<file path="src/rtl/approx_eval_pkg.sv">
// Shared state encoding, sizing defaults and abs-difference helper for the adder error monitor.
package approx_eval_pkg;

    typedef enum logic [1:0] {IDLE, RUN, DRAIN, DONE} state_t;

    localparam int DRAIN_CYCLES = 2;
    localparam int DEF_WIDTH    = 16;
    localparam int DEF_CNT_W    = 16;
    localparam int ABS_MAX_W    = 64;

    // Callers zero-extend into the wide form and truncate the result back.
    function automatic logic [ABS_MAX_W-1:0] abs_diff(input logic [ABS_MAX_W-1:0] x,
                                                      input logic [ABS_MAX_W-1:0] y);
        return (x >= y) ? (x - y) : (y - x);
    endfunction

endpackage

</file>
<file path="src/rtl/approx_err_datapath.sv">
// Exact-sum / abs-error pipeline plus statistic accumulators (sum_sq_err with APPROX_ERR_MSE_EN).
// Latency: 2 cycles from accepted triple to updated statistics.
// Backpressure: none; every valid beat is absorbed, one per cycle.
module approx_err_datapath
    import approx_eval_pkg::*;
#(
    parameter int WIDTH = DEF_WIDTH,
    parameter int CNT_W = DEF_CNT_W,
    parameter int ACC_W = WIDTH + 1 + CNT_W
) (
    input  logic             clk,
    input  logic             rst,
    input  logic             clear,
    input  logic             valid,
    input  logic [WIDTH-1:0] a,
    input  logic [WIDTH-1:0] b,
    input  logic [WIDTH:0]   approx,
    output logic [CNT_W-1:0] sample_cnt,
    output logic [CNT_W-1:0] err_cnt,
    output logic [ACC_W-1:0] sum_abs_err,
    output logic [WIDTH:0]   max_abs_err
`ifdef APPROX_ERR_MSE_EN
    ,
    output logic [2*(WIDTH+1)+CNT_W-1:0] sum_sq_err
`endif
);

    logic           s1_valid;
    logic [WIDTH:0] s1_exact;
    logic [WIDTH:0] s1_approx;
    logic [WIDTH:0] d;

    assign d = (WIDTH+1)'(abs_diff(ABS_MAX_W'(s1_exact), ABS_MAX_W'(s1_approx)));

    always_ff @(posedge clk) begin
        if (rst) begin
            s1_valid  <= 1'b0;
            s1_exact  <= '0;
            s1_approx <= '0;
        end else begin
            s1_valid <= valid;
            if (valid) begin
                s1_exact  <= {1'b0, a} + {1'b0, b};
                s1_approx <= approx;
            end
        end
    end

    // clear only arrives in IDLE/DONE, when the pipeline is already empty.
    always_ff @(posedge clk) begin
        if (rst || clear) begin
            sample_cnt  <= '0;
            err_cnt     <= '0;
            sum_abs_err <= '0;
            max_abs_err <= '0;
        end else if (s1_valid) begin
            sample_cnt  <= sample_cnt + CNT_W'(1);
            err_cnt     <= err_cnt + CNT_W'(d != '0);
            sum_abs_err <= sum_abs_err + ACC_W'(d);
            if (d > max_abs_err)
                max_abs_err <= d;
        end
    end

`ifdef APPROX_ERR_MSE_EN
    localparam int SQ_W = 2*(WIDTH+1) + CNT_W;

    always_ff @(posedge clk) begin
        if (rst || clear)
            sum_sq_err <= '0;
        else if (s1_valid)
            sum_sq_err <= sum_sq_err + SQ_W'(d) * SQ_W'(d);
    end
`endif

endmodule

</file>
<file path="src/rtl/approx_err_monitor.sv">
// Error-statistic collector for an approximate adder; APPROX_ERR_MSE_EN adds sum_sq_err.
// Latency: stats settle 2 cycles after the last transfer; done one cycle after that.
// Backpressure: in_ready high only in RUN; beats offered while low are dropped.
module approx_err_monitor
    import approx_eval_pkg::*;
#(
    parameter int WIDTH = DEF_WIDTH,
    parameter int CNT_W = DEF_CNT_W,
    parameter int ACC_W = WIDTH + 1 + CNT_W
) (
    input  logic             clk,
    input  logic             rst,
    input  logic             start,
    input  logic [CNT_W-1:0] num_samples,
    input  logic             in_valid,
    output logic             in_ready,
    input  logic [WIDTH-1:0] in_a,
    input  logic [WIDTH-1:0] in_b,
    input  logic [WIDTH:0]   in_approx,
    output logic             busy,
    output logic             done,
    output logic [CNT_W-1:0] sample_cnt,
    output logic [CNT_W-1:0] err_cnt,
    output logic [ACC_W-1:0] sum_abs_err,
    output logic [WIDTH:0]   max_abs_err
`ifdef APPROX_ERR_MSE_EN
    ,
    output logic [2*(WIDTH+1)+CNT_W-1:0] sum_sq_err
`endif
);

    state_t           state;
    logic [CNT_W-1:0] target;
    logic [CNT_W-1:0] acc_cnt;
    logic [1:0]       drain_cnt;
    logic             xfer;
    logic             clear;

    assign xfer  = in_valid & in_ready;
    assign clear = start & ((state == IDLE) | (state == DONE));

    always_ff @(posedge clk) begin
        if (rst) begin
            state     <= IDLE;
            in_ready  <= 1'b0;
            busy      <= 1'b0;
            done      <= 1'b0;
            target    <= '0;
            acc_cnt   <= '0;
            drain_cnt <= '0;
        end else begin
            case (state)
                IDLE, DONE: begin
                    if (start) begin
                        acc_cnt <= '0;
                        if (num_samples != '0) begin
                            target   <= num_samples;
                            state    <= RUN;
                            in_ready <= 1'b1;
                            busy     <= 1'b1;
                            done     <= 1'b0;
                        end else begin
                            state <= DONE;
                            done  <= 1'b1;
                        end
                    end
                end
                RUN: begin
                    if (xfer) begin
                        acc_cnt <= acc_cnt + CNT_W'(1);
                        if (acc_cnt + CNT_W'(1) == target) begin
                            state     <= DRAIN;
                            in_ready  <= 1'b0;
                            drain_cnt <= 2'(DRAIN_CYCLES - 1);
                        end
                    end
                end
                DRAIN: begin
                    if (drain_cnt == '0) begin
                        state <= DONE;
                        busy  <= 1'b0;
                        done  <= 1'b1;
                    end else begin
                        drain_cnt <= drain_cnt - 2'd1;
                    end
                end
                default: state <= IDLE;
            endcase
        end
    end

    approx_err_datapath #(
        .WIDTH(WIDTH),
        .CNT_W(CNT_W),
        .ACC_W(ACC_W)
    ) u_datapath (
        .clk        (clk),
        .rst        (rst),
        .clear      (clear),
        .valid      (xfer),
        .a          (in_a),
        .b          (in_b),
        .approx     (in_approx),
        .sample_cnt (sample_cnt),
        .err_cnt    (err_cnt),
        .sum_abs_err(sum_abs_err),
        .max_abs_err(max_abs_err)
`ifdef APPROX_ERR_MSE_EN
        ,
        .sum_sq_err (sum_sq_err)
`endif
    );

endmodule

</file>
<file path="config.mk">
export PLATFORM = sky130hd
export DESIGN_NAME = approx_err_monitor
export DESIGN_NICKNAME = d
export VERILOG_FILES = /design/src/rtl/approx_eval_pkg.sv /design/src/rtl/approx_err_datapath.sv /design/src/rtl/approx_err_monitor.sv
export SDC_FILE = /design/constraint.sdc
export NUM_CORES = 1
export LEC_CHECK = 0
export BUFFER_PORTS_ARGS = -buffer_cell sky130_fd_sc_hd__buf_4
export CAP_MARGIN = 25
export CORE_UTILIZATION = 55
export DETAILED_ROUTE_END_ITERATION = 7
export MAX_ROUTING_LAYER = met4
export PLACE_DENSITY_LB_ADDON = 0.1
export REMOVE_ABC_BUFFERS = 1
export SETUP_SLACK_MARGIN = 0.1
export SLEW_MARGIN = 15
export SYNTH_ARGS = -nofsm -noshare
export SYNTH_HDL_FRONTEND = slang
export SYNTH_SLANG_ARGS = --single-unit
</file>
<file path="constraint.sdc">
create_clock -name clk -period 9.31 [get_ports clk]
set_clock_uncertainty 0.1 [all_clocks]
set_input_delay 0.4655 -clock clk [delete_from_list [all_inputs] [get_ports clk]]
set_output_delay 0.4655 -clock clk [all_outputs]
set_load 0.02 [all_outputs]
</file>
Yosys cells after proc, flatten, opt, wreduce, memory -nomap -nowiden
Index checks and enable logic that the tools add are counted.

Register bits: 156. Bits of input ports: 69. Output and inout bits: 85. Logic and storage cells: 79.

$add $sub $neg: 8. $lt $le $gt $ge: 2. Eq/ne operators: 10. Mux-type cells: 25. Bitwise operators: 3. Reduce and logical (&&, ||, !) cells: 17.

Operator list (count): $sub 17x17->17 (2); $add 33x17->33 (1); $add 16x1->16 const B (2); $mux 16 (2); $pmux 16 s2 (1); $add 16x16->17 (1); $ge 17x17->1 (1); $gt 17x17->1 (1); $mux 17 (1); $reduce_bool 17->1 (1); $add 16x1->16 (1); $eq 16x16->1 (1); $mux 2 (8); $reduce_bool 16->1 (1); $reduce_and 4->1 (3); $ne 2x2->1 const B (5); $reduce_and 3->1 (3); $mux 1 (8); $pmux 1 s2 (3); $pmux 2 s3 (1); $reduce_bool 2->1 (3); $reduce_and 5->1 (1); $eq 2x2->1 const B (2); $logic_not 2->1 (2); 9 further kinds (10).

Depth between registers and ports, before layout
Gate-level depths: netlist of run 1.

Depth after elaboration: 5. Depth in mapped cells: 28. Gate-level depth less buffers: 25.

Modules after synthesis
Synthesis of run 1 repeated with hierarchy kept, for this count alone.

Cell total of the unflattened synthesis: 1345. Area, all modules: 10880.4 um^2.

Modules (own cells, without submodules): approx_err_datapath (times used 1, cells an instance 1029, area each 8438.1 um^2); approx_err_monitor (times used 1, cells an instance 316, area each 2442.3 um^2).

Worst setup path after synthesis of run 1
No wires, ideal clock.

Path type: register to register. From: register u_datapath.s1_approx[5]. To: register u_datapath.max_abs_err[0]. Setup time: 132 ps. Arrival time: 4871 ps. Setup slack: 4207 ps. Cell stages (with the launch flop): 28. Path buffers: 2. Clock period less this slack: 5103 ps. Cell sequence: dfxtp_1 > inv_1 > ha_1 > a21o_1 > a21oi_2 > o21ai_1 > o2111a_2 > nor2_2 > clkbuf_1 > nand2_1 > nand2_1 > a21oi_1 > o21ai_0 > xnor2_1 > ha_1 > a21o_1 > a21o_1 > a21o_1 > a21o_1 > a21oi_1 > nor2b_1 > o21ai_0 > nand2b_1 > a2111oi_2 > o21ai_2 > buf_2 > a21oi_1 > nor3_1.

Word-level cells in the longest chain between the ends: 4. Elaborated cells on any way between the ends: 6. Classes of those cells: 2 x add/sub; 2 x order compare; 1 x mux; 1 x reduce/logical.

RTL lines: start: declaration (RTL line approx_err_datapath.sv:30) `logic [WIDTH:0] s1_approx;`; start signal: assignment (RTL line approx_err_datapath.sv:44) `s1_approx <= approx;`; $sub 17x17->17 or $ge 17x17->1 (tied branches) (RTL line approx_eval_pkg.sv:14) `return (x >= y) ? (x - y) : (y - x);`; $mux 17 (*) (RTL line approx_eval_pkg.sv:14); via u_datapath.d[10] (RTL line approx_err_datapath.sv:31) `logic [WIDTH:0] d;`; $gt 17x17->1 (*) (RTL line approx_err_datapath.sv:60) `if (d > max_abs_err)`; $reduce_and 2->1 (no line) (*); end signal: assignment (RTL line approx_err_datapath.sv:55) `max_abs_err <= '0;`; end signal: assignment (RTL line approx_err_datapath.sv:61) `max_abs_err <= d;`; end: declaration (RTL line approx_err_datapath.sv:21) `output logic [WIDTH:0] max_abs_err`.

The timed path passes the listed nets; every way through them passes the cells marked *. A chain may end at the register's enable or synchronous reset.

Final worst setup path of run 1
From: register u_datapath.s1_approx[5]. To: register u_datapath.max_abs_err[12].

The elaborated chain is that of the path after synthesis.

==> flow_metrics.tcl, run 1 <==
set metrics [dict create \
    power.density_nw_per_um2 334 \
    ff_latch_area_sq_um 3120 \
    dr_total_vias 9688 \
    drtIter0Drc 674 \
    ir_drop_mv 0.206 \
    routed_wl_mm 25.5 \
    grt_use_total_pct 27.4 \
    leakage_nw 5.00 \
    finalNetCount 1624 \
    mappedNetlistArea_sq_um 10400 \
    synth_compound_area_share_pct 18.9 \
    yosysSeqAreaShare_pct 30.0 \
    diodes 0 \
    wl_met1_mm 11.9 \
    setup_tns_ns 0 \
    yosys.cell_types.count 72 \
    vias_per_cell 5.68 \
    synth_top_family_by_area "simple AND/OR/NAND/NOR gates" \
    ios 154 \
    synth-main-ff-cell "dfxtp_1" \
    slew_headroom_pct 37.1 \
    cts_tree "yes" \
    area_growth_pct 17.2 \
    ys_seq_elements 156 \
    async_reset_ff_share_pct 0 \
    multi_input_comb_area_sq_um 6690 \
    required_ns 9.57 \
    max_cap_viol_count 0 \
    drtAntennaViolNets 0 \
    final_common_cell "nand2_1" \
    hp-class "in -> reg" \
    initial_core_util_pct 56.9 \
    synth_edf_count 0 \
    worst_slew_pin_slew_ns 0.935 \
    synth-xor-area-share_pct 8.25 \
    cts_inserted_buffers 17 \
    grt_pass1_wl_mm 42.5 \
    gr-total-overflow 0 \
    fillers 1618 \
    yosys-top-cells-area "dfxtp_1 30%, ha_1 10%, a21oi_1 6.4%, nand2_1 6.1%, nor2_1 4.8%" \
    wl_met2_mm 11.7 \
    synth_top_area_cell "dfxtp_1" \
    cp-end-kind "register" \
    power_w 0.00407 \
    final_cell_mix "168 x nand2_1, 160 x buf_4, 156 x dfxtp_1" \
    synthCells 1345 \
    clock_path_buffers 2 \
    dieArea_sq_um 19500 \
    yosys_warnings 0 \
    dp.cells 1674 \
    drc 0 \
    gp_congestion 0.905 \
    io_buffers 153 \
    synth-adder-area-share_pct 11.6 \
    antenna_found_initial 0 \
    cts_setup_buffers 0 \
    hold_buffers 0 \
    cp_data_arrival_time_ns 6.37 \
    drive_gt1_share_pct 14.8 \
    rows 49 \
    synthSimpleGateAreaFrac_pct 22.9 \
    cts_resized 0 \
    min_period_ns 6.10 \
    worstSetupPathType "reg -> reg" \
    dr.max_layer_used "met4" \
    fp.dieH_microns 140 \
    max_freq_ghz 0.164 \
    outcome "complete, no violations" \
    timing.final.max_slew_violations 0 \
    insertion_delay_ns 0.44 \
    yosysTopAreaCellShare_pct 30.0 \
    dp_hpwl_mm 18.8 \
    routedWlPerCell_microns 14.9 \
    grt_setup_unrepaired "false" \
    syn_avg_cell_area_sq_um 7.73 \
    crit_path_max_fanout 18 \
    die_w_microns 140 \
    fin_cells 1706 \
    wl_met3_mm 1.38 \
    htree_num_levels 4 \
    setup_violations 0 \
    layout_worst_path_cycle_share_pct 65.5 \
    grt_pass1_vias 8846 \
    core_area_sq_um 18300 \
    startpoint_type "register" \
    cts_sinks 156 \
    grt_max_degree 72 \
    firstDrtPassIters 5 \
    synthMuxAreaShare_pct 2.57 \
    cts-root-buf "clkbuf_16" \
    clk_pin_slew_ns 0.07 \
    finalHoldViolations 0 \
]
per-layer routing:
metal  up-vias  GRT usage [%]
met3        32           3.89
met1      4454           35.6
met5         -              -
li1       4928              -
met2       274           43.7
met4         0           8.89
cell families after synthesis:
group | after synthesis
compound gates | 312
xor+xnor | 98
fa+ha+maj | 95
buf+inv | 146
flops | 156
mux | 26
simple gates | 512
cells in the mapped netlist (10+ instances only):
library cell,number
nor2_1,133
nor4_1,11
ha_1,87
nand2b_1,10
xnor2_1,55
nand2_1,168
a21o_1,32
xor2_1,43
a21oi_1,133
nand3_1,45
inv_1,85
dfxtp_1,156
clkbuf_1,39
o21ai_0,51
a211oi_1,12
and2_1,11
and3_1,19
nand4_1,20
mux2i_1,23
nor3_1,53
power breakdown:
part           leakage [nW]  internal, W  switching [W]
sequential             1.26     0.000734      0.0000600
combinational          3.48     0.000953        0.00166
clock                 0.258     0.000361       0.000304
worst max-delay path, stage by stage, from the launching register on:
cell       delay (ns)
dfxtp_1          0.35
inv_1            0.05
ha_1             0.38
a21o_1           0.20
a21oi_2          0.17
o21ai_1          0.15
o2111a_2         0.34
nor2_2           0.66
nand2_1          0.11
nand2_1          0.09
a21oi_1          0.06
o21ai_0          0.21
xnor2_1          0.33
ha_1             0.37
a21o_1           0.16
a21o_1           0.17
a21o_1           0.17
a21o_1           0.17
a21oi_1          0.16
nor2b_1          0.06
o21ai_0          0.15
nand2b_1         0.12
a2111oi_2        0.39
o21a_1           0.57
o21ai_0          0.16
a21oi_1          0.16
final timing paths:
| check | end | startpoint | slack, ns | cells after the start |
|---|---|---|---|---|
| min reg2reg | drain_cnt[1]$_SDFFE_PP0P_ | drain_cnt[1]$_SDFFE_PP0P_ | 0.36 | 2 |
| max reg2reg | u_datapath.max_abs_err[12]$_SDFFE_PP0P_ | u_datapath.s1_approx[5]$_SDFFE_PP0P_ | 3.21 | 25 |
| max | u_datapath.max_abs_err[12]$_SDFFE_PP0P_ | u_datapath.s1_approx[5]$_SDFFE_PP0P_ | 3.21 | 25 |
| min | u_datapath.s1_approx[4]$_SDFFE_PP0P_ | in_approx[4] | 0.17 | 3 |
cell type report:
cell class	instances	area share, %
clock inverter	12	0.831
sequential	156	25.6
tap	229	2.35
timing repair buffer	161	9.97
multi-input combinational	1043	54.9
inverter	85	2.62
clock buffer	20	3.75
flip-flops by register name (all words and copies together) (netlist names):
name / flops
in_ready: 1
drain_cnt: 2
u_datapath.sum_abs_err: 33
u_datapath.err_cnt: 16
u_datapath.s1_valid: 1
done: 1
u_datapath.s1_approx: 17
acc_cnt: 16
busy: 1
u_datapath.s1_exact: 17
target: 16
u_datapath.sample_cnt: 16
u_datapath.max_abs_err: 17
state: 2
through the flow:
step           worst slack [ns]  area, sq um  util, %  hold slack [ns]
6_report                   3.21        12200     66.7            0.173
5_1_grt                    2.75        12200     66.7            0.179
4_1_cts                    3.29        12200     66.7            0.167
3_5_place_dp               3.37        11600     63.7            0.350
3_3_place_gp               3.52        11600     63.6            0.341
2_1_floorplan              4.21        10100        -            0.326
(Power assumes the default switching activity.)
==> run 2, diff against run 1 <==
--- a/config.mk
+++ b/config.mk
@@ -7,7 +7,7 @@
 export LEC_CHECK = 0
 export BUFFER_PORTS_ARGS = -buffer_cell sky130_fd_sc_hd__buf_4
 export CAP_MARGIN = 25
-export CORE_UTILIZATION = 55
+export CORE_UTILIZATION = 53
 export DETAILED_ROUTE_END_ITERATION = 7
 export MAX_ROUTING_LAYER = met4
 export PLACE_DENSITY_LB_ADDON = 0.1
==> constraint.sdc (replaced) <==
create_clock -name clk -period 5.3 [get_ports clk]
set_clock_uncertainty 0.1 [all_clocks]
set_input_delay 0.265 -clock clk [delete_from_list [all_inputs] [get_ports clk]]
set_output_delay 0.265 -clock clk [all_outputs]
set_load 0.02 [all_outputs]
==> run 2 against run 1 <==
Against the previous run: register-to-register slack got worse by 2.9 ns; setup slack got worse by 2.9 ns; worst hold slack got worse by 0.16 ns; critical path type unchanged; global-route usage rose by 0.69 points; first-iteration DRC count fell by 6.8%; routed wire length rose by 8.2%; power rose by 99%; largest power group unchanged.
==> flow_metrics.tcl, run 2 (same netlist as run 1, synthesis figures left out) <==
set metrics [dict create \
    setup_tns_ns 0 \
    grt_max_degree 76 \
    gp_congestion 0.977 \
    antenna_found_initial 0 \
    clk_pin_slew_ns 0.07 \
    cp-end-kind "register" \
    ios 154 \
    cts_sinks 156 \
    drive_gt1_share_pct 18.6 \
    clock_path_buffers 2 \
    timing.final.ws_setup_ns 0.325 \
    drtIter0Drc 628 \
    die_w_microns 142 \
    dieArea_sq_um 20200 \
    layout_worst_path_cycle_share_pct 93.9 \
    drtAntennaViolNets 0 \
    gr-total-overflow 0 \
    io_buffers 153 \
    grt_pass1_vias 9151 \
    startpoint_type "register" \
    cts_inserted_buffers 17 \
    finalHoldViolations 0 \
    hp-start "num_samples[6]" \
    required_ns 5.48 \
    cts-root-buf "clkbuf_16" \
    diodes 0 \
    rows 50 \
    dp_hpwl_mm 20.4 \
    insertion_delay_ns 0.43 \
    worst_slew_pin_slew_ns 0.920 \
    drc 0 \
    cts_tree "yes" \
    worst_hold_slack_ns 0.0146 \
    ir_drop_mv 0.437 \
    min_period_ns 4.97 \
    fp.dieH_microns 142 \
    timing.final.max_slew_violations 0 \
    setup_violations 0 \
    max_cap_viol_count 0 \
    min_path_cells 3 \
    hold_path_end "target[6]$_SDFFE_PP0P_" \
    core_area_sq_um 19000 \
    power.density_nw_per_um2 621 \
    max_freq_ghz 0.201 \
    grt_setup_unrepaired "true" \
    htree_num_levels 4 \
    firstDrtPassIters 5 \
    power_w 0.00811 \
    vias_per_cell 5.57 \
    routedWlPerCell_microns 15.2 \
    hp-class "in -> reg" \
    final_cell_mix "200 x buf_4, 166 x nand2_1, 155 x dfxtp_1" \
    finalNetCount 1695 \
    worst_r2r_path_depth 22 \
    largest_register_ff_count 33 \
    slew_headroom_pct 38.7 \
    cp_data_arrival_time_ns 5.16 \
    leakage_nw 5.38 \
    area_growth_pct 25.4 \
    fillers 1666 \
    worstSetupPathType "reg -> reg" \
    routed_wl_mm 27.5 \
    dp_slack_ns 0.0642 \
    grt_use_total_pct 28.1 \
    r2r-end "u_datapath.err_cnt[8]$_SDFFE_PP0P_" \
    outcome "complete, no violations" \
    largest_register "u_datapath.sum_abs_err" \
    crit_path_max_fanout 3 \
    grt_pass1_wl_mm 44.4 \
    final_common_cell "buf_4" \
    worstReg2RegStart "u_datapath.s1_exact[0]$_SDFFE_PP0P_" \
    initial_core_util_pct 54.9 \
    dr_total_vias 10072 \
    regToRegSetupSlack_ns 0.33 \
]
## run 2: cell count changes in the layout (fill, tap and decap cells not counted), sizes merged
cell	before	now
inv	90	91
clkinvlp	5	1
clkbuf	20	19
dlygate4sd3	0	30
clkinv	2	4
bufinv	0	1
buf	161	202
## run 2: worst max-delay path by stage
| stage | start | slack, ns | endpoint |
|---|---|---|---|
| 4_1_cts | u_datapath.s1_approx[7]$_SDFFE_PP0P_ | 0.11 | u_datapath.max_abs_err[2]$_SDFFE_PP0P_ |
| 5_1_grt | u_datapath.s1_approx[0]$_SDFFE_PP0P_ | 0.04 | u_datapath.max_abs_err[12]$_SDFFE_PP0P_ |
| 6_report | u_datapath.s1_exact[0]$_SDFFE_PP0P_ | 0.33 | u_datapath.err_cnt[8]$_SDFFE_PP0P_ |
| 3_3_place_gp | u_datapath.s1_exact[0]$_SDFFE_PP0P_ | 0.19 | u_datapath.err_cnt[8]$_SDFFE_PP0P_ |
| 2_1_floorplan | u_datapath.s1_approx[5]$_SDFFE_PP0P_ | 0.20 | u_datapath.max_abs_err[10]$_SDFFE_PP0P_ |
| 3_5_place_dp | u_datapath.s1_approx[14]$_SDFFE_PP0P_ | 0.06 | u_datapath.max_abs_err[8]$_SDFFE_PP0P_ |
## run 2: worst max-delay path, cell delays in order, from the launching register on
cell	delay, ns
dfxtp_1	0.33
inv_1	0.06
ha_2	0.20
inv_1	0.06
fa_2	0.35
a21o_1	0.18
a21o_1	0.19
a21o_1	0.19
a21oi_2	0.20
o21a_1	0.22
mux2_4	0.18
xnor2_1	0.08
or4_4	0.52
or4_4	0.43
nor4_2	0.12
or4b_4	0.48
ha_1	0.21
ha_1	0.19
nand4_1	0.14
nor2_1	0.08
nand4_1	0.11
xor2_1	0.17
nor2_1	0.05
## run 2: power breakdown
part | internal (W) | leakage [nW] | switching, W
combinational | 0.00230 | 3.83 | 0.00320
clock | 0.000674 | 0.282 | 0.000536
sequential | 0.00129 | 1.26 | 0.000108
## run 2: through the flow
| step | area, sq um | instances | util, % |
|---|---|---|---|
| after floorplan | 10100 | 1284 | - |
| after global placement | 12000 | 1741 | 63.0 |
| after detailed placement | 12000 | 1741 | 63.0 |
| after CTS | 12900 | 1802 | 67.8 |
| after global routing | 13000 | 1807 | 68.8 |
| final | 13000 | 1807 | 68.8 |
## run 2: what timing repair did
action                                  in CTS  in global routing
endpoints found under the setup margin      15                 44
endpoints found under the hold margin       30                  0
cloned                                       0                  1
pin swaps                                    0                 11
hold buffers                                30                  0
setup buffers                                0                  4
resized for setup                            4                 42
## run 2: cell type report
cell class / count / area, sq um / share of cell area, %
multi-input combinational: 1043 / 6880 / 52.7
sequential: 156 / 3120 / 23.9
timing repair buffer: 232 / 1830 / 14.0
clock buffer: 19 / 443 / 3.39
tap: 260 / 325 / 2.49
inverter: 85 / 319 / 2.45
clock inverter: 12 / 131 / 1.01
## run 2: routing by layer
| layer | share of wire (%) | vias to the layer above | routed length [microns] | track usage [%] |
|---|---|---|---|---|
| li1 | - | 5060 | - | - |
| met3 | 6.0 | 21 | 1660 | 4.64 |
| met2 | 46 | 297 | 12700 | 44.9 |
| met5 | 0 | - | 0 | - |
| met4 | 1.3 | 0 | 361 | 6.85 |
| met1 | 47 | 4694 | 12800 | 36.8 |
==> run 3, diff against run 2 <==
--- a/config.mk
+++ b/config.mk
@@ -5,6 +5,7 @@
 export SDC_FILE = /design/constraint.sdc
 export NUM_CORES = 1
 export LEC_CHECK = 0
+export ABC_AREA = 1
 export BUFFER_PORTS_ARGS = -buffer_cell sky130_fd_sc_hd__buf_4
 export CAP_MARGIN = 25
 export CORE_UTILIZATION = 53
==> run 3 against run 2 <==
Against the previous run: combinational power is 6.2% higher; via count grew 9.2%; fmax up 5.7%; largest cell class unchanged; critical endpoint is now u_datapath.max_abs_err[3]$_SDFFE_PP0P_.
==> flow_metrics.tcl, run 3 <==
set metrics [dict create \
    async_reset_ff_share_pct 0 \
    die_w_microns 146 \
    firstDrtPassIters 5 \
    slew_headroom_pct 42.0 \
    ios 154 \
    timing.final.max_slew_violations 0 \
    antenna_found_initial 0 \
    io_buffers 153 \
    yosys-top-cells-area "dfxtp_1 28%, nand2_1 11%, ha_1 9.9%, a21oi_1 8.6%, inv_1 8.5%" \
    dp_hpwl_mm 22.0 \
    finalHoldViolations 0 \
    routedWlPerCell_microns 14.0 \
    cts_resized 0 \
    cp_data_arrival_time_ns 4.95 \
    cts_sinks 156 \
    area_growth_pct 18.0 \
    synth_compound_area_share_pct 17.8 \
    crit_path_max_fanout 24 \
    gp_congestion 0.962 \
    grt_pass1_wl_mm 47.4 \
    grt_setup_unrepaired "false" \
    vias_per_cell 5.34 \
    leakage_nw 5.94 \
    synth_edf_count 0 \
    largest_register "u_datapath.sum_abs_err" \
    ir_drop_mv 0.496 \
    grt_pass1_vias 9918 \
    cts_setup_buffers 0 \
    max_freq_ghz 0.213 \
    synth_top_family_by_area "simple AND/OR/NAND/NOR gates" \
    synth-xor-area-share_pct 4.78 \
    clock_path_buffers 2 \
    final_cell_mix "308 x nand2_1, 249 x inv_1, 188 x a21oi_1" \
    initial_core_util_pct 54.2 \
    diodes 0 \
    yosysSeqAreaShare_pct 28.4 \
    hold_buffers 0 \
    ys_seq_elements 156 \
    min_period_ns 4.71 \
    drc 0 \
    drtIter0Drc 659 \
    yosys.cell_types.count 52 \
    layout_worst_path_cycle_share_pct 88.8 \
    cp-end-kind "register" \
    outcome "complete, no violations" \
    synthCells 1646 \
    finalNetCount 1939 \
    power.density_nw_per_um2 662 \
    grt_use_total_pct 27.8 \
    dieArea_sq_um 21300 \
    cts_inserted_buffers 17 \
    hp-class "in -> reg" \
    cts_tree "yes" \
    setup_violations 0 \
    rows 52 \
    fillers 1899 \
    synth-main-ff-cell "dfxtp_1" \
    clk_pin_slew_ns 0.07 \
    synth-adder-area-share_pct 10.6 \
    yosysTopAreaCellShare_pct 28.4 \
    worst_hold_slack_ns 0.0220 \
    drive_gt1_share_pct 14.8 \
    routed_wl_mm 28.8 \
    largest_register_ff_count 33 \
    required_ns 5.55 \
    yosys_warnings 0 \
    synth.most_common_cell "nand2_1" \
    startpoint_type "register" \
    setup_tns_ns 0 \
    mappedNetlistArea_sq_um 11000 \
    max_cap_viol_count 0 \
    grt_max_degree 64 \
    power_w 0.00859 \
    cts-root-buf "clkbuf_16" \
    worst_slew_pin_slew_ns 0.869 \
    synth_top_area_cell "dfxtp_1" \
    worstSetupPathType "reg -> reg" \
    fp.dieH_microns 146 \
    synthSimpleGateAreaFrac_pct 27.9 \
    synthTopCellsByCount "309 x nand2_1, 249 x inv_1, 189 x a21oi_1, 156 x dfxtp_1, 152 x nor2_1" \
    htree_num_levels 4 \
    core_area_sq_um 20300 \
    drtAntennaViolNets 0 \
    gr-total-overflow 0 \
    insertion_delay_ns 0.43 \
    syn_avg_cell_area_sq_um 6.68 \
    synthMuxAreaShare_pct 0 \
    dr_total_vias 11000 \
    final_common_cell "nand2_1" \
]
run 3: cell types whose count changed in the layout (fill, tap and decap cells not counted), sizes merged, moves of 44 or more:
cell / delta
inv: +169
nand2: +169
a21oi: +65
o21ai: +60
buf: -44
nand3: +44
xnor2: -44
run 3: report_power, final:
group	internal (W)	total [W]	switching, W
sequential	0.00131	0.00141	0.0000974
clock	0.000761	0.00133	0.000573
combinational	0.00185	0.00584	0.00399
run 3: worst max-delay path: stages (launching register included):
cell	delay [ns]
dfxtp_1	0.33
inv_1	0.06
ha_1	0.44
nand2_1	0.16
nor2_2	0.20
nand2_2	0.08
nor3_2	0.18
nor2_2	0.10
nand2_4	0.22
inv_2	0.15
nand2_1	0.11
o22ai_1	0.09
a21oi_1	0.17
xor2_1	0.27
inv_1	0.13
ha_1	0.29
nand2_1	0.04
inv_1	0.09
nand2_1	0.06
nor4_1	0.30
nand4_1	0.15
o31ai_2	0.25
inv_2	0.19
nand2_4	0.26
nand2_1	0.08
a21oi_1	0.12
run 3: kinds of logic after synthesis:
logic type	count (synthesis)
buffers and inverters	297
XOR/XNOR	60
adder cells (fa/ha/maj)	91
AND/OR/NAND/NOR	685
flip-flops	156
AO/OA/AOI/OAI	357
run 3: path summary, 6_finish.rpt:
kind,start,endpoint,slack [ns],cells past startpoint
hold / removal,in_approx[3],u_datapath.s1_approx[3]$_SDFFE_PP0P_,0.02,3
setup / recovery,u_datapath.s1_approx[11]$_SDFFE_PP0P_,u_datapath.max_abs_err[3]$_SDFFE_PP0P_,0.59,25
hold reg to reg,done$_SDFFE_PP0P_,done$_SDFFE_PP0P_,0.37,2
setup reg to reg,u_datapath.s1_approx[11]$_SDFFE_PP0P_,u_datapath.max_abs_err[3]$_SDFFE_PP0P_,0.59,25
run 3: through the flow:
step	setup WS [ns]	cell area, sq um	utilization, %	cells
3_5_place_dp	0.665	12300	60.7	2029
4_1_cts	0.651	12900	63.8	2060
2_1_floorplan	1.38	10800	-	1602
3_3_place_gp	0.883	12300	60.7	2029
6_report	0.595	13000	63.9	2061
5_1_grt	0.196	13000	63.9	2061
run 3: final cells by class:
type,count,area [sq um],share of cell area [%]
Sequential cell,156,3120,24.1
Tap cell,270,338,2.60
Multi-Input combinational cell,1193,6730,51.9
Clock buffer,17,425,3.28
Inverter,253,950,7.32
Timing Repair Buffer,158,1210,9.30
Clock inverter,14,200,1.54
run 3: per-layer routing:
metal	global-route usage (%)	part of all wire [%]	wire (microns)
met1	36.8	47	13700
met2	44.1	45	13100
met3	4.09	5.5	1570
met4	7.45	1.6	466
met5	-	0	0
